===== src/rtl/fetch_pkg.sv =====
// rtl/fetch_pkg.sv - shared types and helpers for the instruction fetch front end
// Contents:
//   XLEN          datapath width
//   BUBBLE_INST   value presented on the F outputs when no instruction is valid
//   fetch_entry_t one prefetch FIFO entry {inst, pc}
//   pc_align()    clears the byte offset of an address
package fetch_pkg;

    localparam int XLEN = 32;
    localparam logic [XLEN-1:0] BUBBLE_INST = 32'h0000_0000;

    typedef struct packed {
        logic [XLEN-1:0] inst;
        logic [XLEN-1:0] pc;
    } fetch_entry_t;

    function automatic logic [XLEN-1:0] pc_align(input logic [XLEN-1:0] addr);
        return {addr[XLEN-1:2], 2'b00};
    endfunction

endpackage


===== src/rtl/fetch_fifo.sv =====
// rtl/fetch_fifo.sv - synchronous prefetch FIFO of fetch_entry_t
// Ports:
//   clk, rst_n   clock, asynchronous active-low reset
//   clear        empties the FIFO; wins over push and pop
//   push, push_data  write an entry
//   pop          discard the head entry (ignored when empty)
//   head         entry at the read pointer
//   count        current occupancy (0..DEPTH)
//   empty        count == 0
module fetch_fifo
    import fetch_pkg::*;
#(
    parameter int DEPTH = 4,
    localparam int AW = $clog2(DEPTH),
    localparam int CW = AW + 1
) (
    input  logic          clk,
    input  logic          rst_n,
    input  logic          clear,
    input  logic          push,
    input  fetch_entry_t  push_data,
    input  logic          pop,
    output fetch_entry_t  head,
    output logic [CW-1:0] count,
    output logic          empty
);

    fetch_entry_t  mem_q [DEPTH];
    fetch_entry_t  mem_d [DEPTH];
    logic [AW-1:0] wr_ptr_q, wr_ptr_d;
    logic [AW-1:0] rd_ptr_q, rd_ptr_d;
    logic [CW-1:0] count_q, count_d;
    logic          do_push, do_pop;

    always_comb begin
        do_pop   = pop && (count_q != '0) && !clear;
        // A push into a full FIFO is only accepted when a pop frees a slot.
        do_push  = push && !clear && ((count_q != CW'(DEPTH)) || do_pop);
        mem_d    = mem_q;
        wr_ptr_d = wr_ptr_q;
        rd_ptr_d = rd_ptr_q;
        count_d  = count_q;
        if (clear) begin
            wr_ptr_d = '0;
            rd_ptr_d = '0;
            count_d  = '0;
        end else begin
            if (do_push) begin
                mem_d[wr_ptr_q] = push_data;
                wr_ptr_d        = wr_ptr_q + 1'b1;
            end
            if (do_pop) begin
                rd_ptr_d = rd_ptr_q + 1'b1;
            end
            count_d = count_q + CW'(do_push) - CW'(do_pop);
        end
    end

    always_ff @(posedge clk or negedge rst_n) begin
        if (!rst_n) begin
            mem_q    <= '{default: '0};
            wr_ptr_q <= '0;
            rd_ptr_q <= '0;
            count_q  <= '0;
        end else begin
            mem_q    <= mem_d;
            wr_ptr_q <= wr_ptr_d;
            rd_ptr_q <= rd_ptr_d;
            count_q  <= count_d;
        end
    end

    assign head  = mem_q[rd_ptr_q];
    assign count = count_q;
    assign empty = (count_q == '0);

endmodule


===== src/rtl/fetch_unit.sv =====
// rtl/fetch_unit.sv - instruction fetch front end feeding the IF/ID register
// Issues sequential word requests, buffers in-order responses in a prefetch
// FIFO and presents the head as INST_F / PC_F / PC4_F.
// Ports:
//   clk, rst_n          clock, asynchronous active-low reset
//   stall               hold the current F outputs
//   redirect, redirect_pc  restart fetch at the word-aligned target
//   imem_req_*          request channel (valid/ready, byte address)
//   imem_rsp_*          in-order response channel, no backpressure
//   INST_F, PC_F, PC4_F, valid_F  FIFO head, zero when empty
//   perf_fetched/dropped/bubble   counters, live only with FETCH_PERF_EN
// Optional feature macro: FETCH_PERF_EN (undefined: counters tied to 0).
module fetch_unit
    import fetch_pkg::*;
#(
    parameter logic [31:0] RESET_PC        = 32'h0000_0000,
    parameter int          FIFO_DEPTH      = 4,
    parameter int          MAX_OUTSTANDING = 2
) (
    input  logic            clk,
    input  logic            rst_n,
    input  logic            stall,
    input  logic            redirect,
    input  logic [XLEN-1:0] redirect_pc,
    output logic            imem_req_valid,
    input  logic            imem_req_ready,
    output logic [XLEN-1:0] imem_req_addr,
    input  logic            imem_rsp_valid,
    input  logic [XLEN-1:0] imem_rsp_data,
    output logic [XLEN-1:0] INST_F,
    output logic [XLEN-1:0] PC_F,
    output logic [XLEN-1:0] PC4_F,
    output logic            valid_F,
    output logic [XLEN-1:0] perf_fetched,
    output logic [XLEN-1:0] perf_dropped,
    output logic [XLEN-1:0] perf_bubble
);

    localparam int OW = $clog2(MAX_OUTSTANDING + 1);
    localparam int CW = $clog2(FIFO_DEPTH) + 1;
    localparam logic [31:0] MAX_OUT_U = 32'(MAX_OUTSTANDING);
    localparam logic [31:0] DEPTH_U   = 32'(FIFO_DEPTH);

    logic            started_q, started_d;
    logic [XLEN-1:0] req_pc_q, req_pc_d;
    logic [XLEN-1:0] rsp_pc_q, rsp_pc_d;
    logic [OW-1:0]   outstanding_q, outstanding_d;
    logic [OW-1:0]   drop_cnt_q, drop_cnt_d;

    logic [CW-1:0]   fifo_count;
    logic            fifo_empty, fifo_push, fifo_pop;
    logic            req_fire, rsp_drop;
    fetch_entry_t    fifo_head, fifo_wdata;

    always_comb begin
        // started_q keeps the request channel quiet during and right after reset.
        // Counting outstanding requests against free FIFO slots reserves a slot
        // for every response, so the response path never needs backpressure.
        imem_req_valid = started_q && !redirect
                         && (32'(outstanding_q) < MAX_OUT_U)
                         && ((32'(fifo_count) + 32'(outstanding_q)) < DEPTH_U);
        req_fire  = imem_req_valid && imem_req_ready;
        // A response in the redirect cycle belongs to the abandoned stream.
        rsp_drop  = imem_rsp_valid && (redirect || (drop_cnt_q != '0));
        fifo_push = imem_rsp_valid && !rsp_drop;
        fifo_pop  = valid_F && !stall && !redirect;

        started_d     = 1'b1;
        outstanding_d = outstanding_q + OW'(req_fire) - OW'(imem_rsp_valid);
        req_pc_d      = req_pc_q;
        rsp_pc_d      = rsp_pc_q;
        drop_cnt_d    = drop_cnt_q;
        if (redirect) begin
            req_pc_d   = pc_align(redirect_pc);
            rsp_pc_d   = pc_align(redirect_pc);
            // No request is issued this cycle, so every request still in
            // flight after this edge was issued for the old stream.
            drop_cnt_d = outstanding_d;
        end else begin
            if (req_fire) begin
                req_pc_d = req_pc_q + 32'd4;
            end
            if (fifo_push) begin
                rsp_pc_d = rsp_pc_q + 32'd4;
            end
            if (imem_rsp_valid && (drop_cnt_q != '0)) begin
                drop_cnt_d = drop_cnt_q - 1'b1;
            end
        end
    end

    always_ff @(posedge clk or negedge rst_n) begin
        if (!rst_n) begin
            started_q     <= 1'b0;
            req_pc_q      <= RESET_PC;
            rsp_pc_q      <= RESET_PC;
            outstanding_q <= '0;
            drop_cnt_q    <= '0;
        end else begin
            started_q     <= started_d;
            req_pc_q      <= req_pc_d;
            rsp_pc_q      <= rsp_pc_d;
            outstanding_q <= outstanding_d;
            drop_cnt_q    <= drop_cnt_d;
        end
    end

    assign imem_req_addr = req_pc_q;
    assign fifo_wdata    = '{inst: imem_rsp_data, pc: rsp_pc_q};

    fetch_fifo #(
        .DEPTH (FIFO_DEPTH)
    ) u_fifo (
        .clk       (clk),
        .rst_n     (rst_n),
        .clear     (redirect),
        .push      (fifo_push),
        .push_data (fifo_wdata),
        .pop       (fifo_pop),
        .head      (fifo_head),
        .count     (fifo_count),
        .empty     (fifo_empty)
    );

    // Empty FIFO shows the same all-zero value the IF/ID register uses on flush.
    assign valid_F = !fifo_empty;
    assign INST_F  = fifo_empty ? BUBBLE_INST : fifo_head.inst;
    assign PC_F    = fifo_empty ? '0 : fifo_head.pc;
    assign PC4_F   = fifo_empty ? '0 : (fifo_head.pc + 32'd4);

`ifdef FETCH_PERF_EN
    logic [XLEN-1:0] perf_fetched_q, perf_fetched_d;
    logic [XLEN-1:0] perf_dropped_q, perf_dropped_d;
    logic [XLEN-1:0] perf_bubble_q,  perf_bubble_d;

    always_comb begin
        perf_fetched_d = perf_fetched_q + XLEN'(fifo_pop);
        perf_dropped_d = perf_dropped_q + XLEN'(rsp_drop);
        perf_bubble_d  = perf_bubble_q  + XLEN'(!valid_F && !stall);
    end

    always_ff @(posedge clk or negedge rst_n) begin
        if (!rst_n) begin
            perf_fetched_q <= '0;
            perf_dropped_q <= '0;
            perf_bubble_q  <= '0;
        end else begin
            perf_fetched_q <= perf_fetched_d;
            perf_dropped_q <= perf_dropped_d;
            perf_bubble_q  <= perf_bubble_d;
        end
    end

    assign perf_fetched = perf_fetched_q;
    assign perf_dropped = perf_dropped_q;
    assign perf_bubble  = perf_bubble_q;
`else
    assign perf_fetched = '0;
    assign perf_dropped = '0;
    assign perf_bubble  = '0;
`endif

endmodule


===== config.mk =====
export PLATFORM = sky130hd
export DESIGN_NAME = fetch_unit
export DESIGN_NICKNAME = d
export VERILOG_FILES = /design/src/rtl/fetch_pkg.sv /design/src/rtl/fetch_fifo.sv /design/src/rtl/fetch_unit.sv
export SDC_FILE = /design/constraint.sdc
export NUM_CORES = 1
export LEC_CHECK = 0
export ABC_AREA = 0
export CAP_MARGIN = 10
export CORE_ASPECT_RATIO = 0.8
export CORE_UTILIZATION = 53
export DETAILED_ROUTE_END_ITERATION = 10
export PLACE_DENSITY_LB_ADDON = 0.08
export SETUP_SLACK_MARGIN = 0.5
export SKIP_LAST_GASP = 1
export SLEW_MARGIN = 20
export SYNTH_ARGS = -nofsm -noshare
export SYNTH_HDL_FRONTEND = slang
export SYNTH_HIERARCHICAL = 1
export SYNTH_SLANG_ARGS = --single-unit

===== constraint.sdc =====
create_clock -name clk -period 3.42 [get_ports clk]
set_input_delay 0.684 -clock clk [delete_from_list [all_inputs] [get_ports clk]]
set_output_delay 0.684 -clock clk [all_outputs]
set_load 0.005 [all_outputs]

==> flow_summary.json <==
{
  "outcome": "complete, but fails checks",
  "violations": "negative setup slack",
  "cp.required_ns": 2.74,
  "fill_cells": 2299,
  "placed_cells": 1958,
  "gp_congestion": 0.8293,
  "cts_tree": "built",
  "final_cells": 2095,
  "clk_path_buf_depth": 3,
  "cap_violations": 0,
  "cts.clk_slew.worst_paths_ns": 0.06,
  "reg2reg_to": "u_fifo/count[2]",
  "drc": 0,
  "drive_gt1_share_pct": 25.13,
  "yosys-top-cells-count": "dfrtp_1, mux2_1, buf_4",
  "hp-class": "in2async",
  "ant_nets": 0,
  "reg2reg_depth": 14,
  "grt_pass1_vias": 11470,
  "wl_met3_um": 2020,
  "startpoint_type": "register",
  "clk_latency_ns": 0.52,
  "ir_drop_uv": 335.8,
  "hpwl_um": 26280,
  "async_flop_share_pct": 100.0,
  "drt_pre_antenna_iters": 5,
  "synth_top_area_share_pct": 47.98,
  "tightest_slew_ns": 1.091,
  "coreArea_mm2": 0.03157,
  "design_area_mm2": 0.02173,
  "syn_avg_cell_area_um2": 12.77,
  "synth_cells": 1340,
  "power_mw": 12.40,
  "die_y_um": 162.7,
  "drtIter0Drc": 623,
  "fin_nets": 1733,
  "reg2reg_from": "u_fifo/count[0]",
  "rsz0062_at_grt": "yes",
  "met1_length_um": 20250,
  "start_util_pct": 54.19,
  "synthTopCellsByArea": "dfrtp_1, mux2_1, mux4_2",
  "io_pins": 296,
  "ctsHtreeMaxLevel": 2,
  "rrSetupSlack_ns": 0.71,
  "synth_flop_cell": "dfrtp_1",
  "fin_skew_ns": 0.01889,
  "crit_fanout": 5,
  "cts_buffers": 35,
  "antenna_found_initial": 0,
  "cts_hold_buf": 0,
  "grt_usage_pct": 25.94,
  "portBuffers": 195,
  "p_per_area_mw_per_mm2": 570.8,
  "crit_arrival_ns": 2.97,
  "timing.setup.tns_ns": -3.850,
  "timing.final.ws_setup_ns": -0.2361,
  "maxSlewHeadroom_pct": 27.01,
  "grt_pass1_wl_um": 66080,
  "setup_viol": 21,
  "finalCriticalPeriod_ns": 3.656,
  "area_growth_pct": 27.04,
  "hold_viol_final": 0,
  "antenna_cells": 0,
  "fmax_mhz": 273.5,
  "syn_area_mm2": 0.01711,
  "ys_seq_elements": 328,
  "vias_per_cell": 5.509,
  "fin_crit_sh_pct": 106.9,
  "p_leak_nw": 10.43,
  "clock-root-buffer": "clkbuf_16",
  "yosysSeqAreaShare_pct": 47.98,
  "synth.distinct_cells": 58,
  "grt_max_degree": 77,
  "yosys.area.top_type": "dfrtp_1",
  "slew_violations": 0,
  "rows": 58,
  "dieArea_mm2": 0.03300,
  "wl_per_cell_um": 20.35,
  "vias": 11540,
  "die_w_um": 202.9,
  "dpl_cell_area_mm2": 0.01952,
  "cp-end-kind": "output port",
  "utilization_pct": 68.84,
  "cts.sink_count": 328,
  "synth-edff-count": 0,
  "synth_most_common_cell": "dfrtp_1",
  "worst-setup-path-type": "reg2out",
  "grt_overflow": 0,
  "ys_warn_count": 6,
  "wirelength_um": 42630,
  "top_layer": "met4",
  "wl_met2_um": 19580
}
==> registers in the layout, indices dropped and copies added (netlist names) <==
signal and flops:
rsp_pc_q 30, started_q 1, drop_cnt_q 2, u_fifo/wr_ptr_q 2, outstanding_q 2, imem_req_addr 30, u_fifo/count 3, u_fifo/mem_q 256
u_fifo/rd_ptr_q 2
==> power breakdown <==
part,internal (mW),leakage (nW),switching (mW)
clock network,2.51,0.604,1.55
registers,4.61,4.31,0.478
logic,1.90,5.51,1.35
total,9.02,10.4,3.38
==> critical path, stage by stage, from the launching register on <==
cell and delay (ns):
dfrtp_4 0.51, buf_8 0.15, mux4_2 0.38, buf_6 0.12
ha_4 0.14, inv_4 0.04, nor4_4 0.23, buf_4 0.15
buf_6 0.09, buf_12 0.12, nand3_4 0.06, xor2_1 0.15
nor2_1 0.15, buf_2 0.15
==> area by class of cell <==
class	count	area (um2)	share of cell area, %
Clock buffer	53	1056	4.860
Tap cell	420	525.5	2.418
Sequential cell	328	8219	37.82
Clock inverter	10	181.4	0.8349
Inverter	15	61.31	0.2821
Multi-Input combinational cell	933	8343	38.39
Timing Repair Buffer	336	3344	15.39
==> cells in the final DEF (no fill, tap or decap), drive strengths merged, types with 3 or more instances in the layout <==
cell | netlist | layout
a21boi | 10 | 10
a21oi | 4 | 4
nand2 | 60 | 60
clkdlybuf4s50 | 0 | 98
and3 | 17 | 17
o21ai | 36 | 36
buf | 143 | 176
dlymetal6s2s | 0 | 20
and4 | 6 | 6
nand4 | 34 | 34
inv | 15 | 15
xnor2 | 20 | 20
mux4 | 64 | 64
o211ai | 15 | 15
nand2b | 10 | 10
nor4bb | 4 | 4
clkbuf | 26 | 90
dlygate4sd2 | 0 | 3
ha | 13 | 13
and2 | 5 | 5
nand3 | 45 | 45
nor2b | 66 | 66
nor2 | 63 | 63
nor4 | 7 | 7
a41oi | 3 | 3
mux2 | 260 | 260
xor2 | 49 | 49
o311ai | 6 | 6
clkinv | 0 | 4
bufinv | 0 | 5
nor3 | 9 | 9
dfrtp | 328 | 328
a31oi | 4 | 4
conb | 2 | 107
==> per-layer routing <==
metal	up-vias	global-route usage [%]
met1	5971	39.38
met2	304	39.09
li1	5222	-
met5	-	0
met3	44	3.842
met4	0	6.733
==> worst max path at each step <==
stage | start | end | slack [ns] | cells past startpoint
after floorplan | u_fifo/rd_ptr_q[0] | PC4_F[22] | 0.51 | 8
after global placement | stall | u_fifo/count[2] | -0.08 | 13
after detailed placement | u_fifo/rd_ptr_q[0] | PC4_F[29] | -0.12 | 8
after CTS | u_fifo/rd_ptr_q[0] | PC4_F[16] | -0.26 | 13
after global routing | u_fifo/rd_ptr_q[0] | PC4_F[20] | -0.36 | 13
final | u_fifo/rd_ptr_q[0] | PC4_F[16] | -0.24 | 13
==> timing repair <==
item	CTS	global route
cloned	6	3
endpoints found under the setup margin	99	97
resized for setup	203	181
buffers inserted	32	33
pin swaps	34	37
==> logic make-up (layout without fill, tap and decap cells) <==
kind of cell             Yosys count  after routing  share of synthesized area, %
AO/OA/AOI/OAI                     83             83                         3.116
other                              2            107                       0.04390
AND/OR/NAND/NOR                  335            335                         11.14
adder cells (fa/ha/maj)           14             14                         1.068
buffers and inverters            184            414                         7.512
multiplexers                     325            325                         25.60
flip-flops                       328            328                         47.98
XOR/XNOR                          69             69                         3.533
==> per-stage QoR <==
stage / hold WS (ns) / setup slack [ns]
2_1_floorplan: 0.3884 / 0.5106
3_3_place_gp: 0.4615 / -0.07827
3_5_place_dp: 0.4687 / -0.1208
4_1_cts: 0.09906 / -0.2579
5_1_grt: 0.1247 / -0.3593
6_report: 0.1067 / -0.2361
Power figures use the tool's default switching activity.
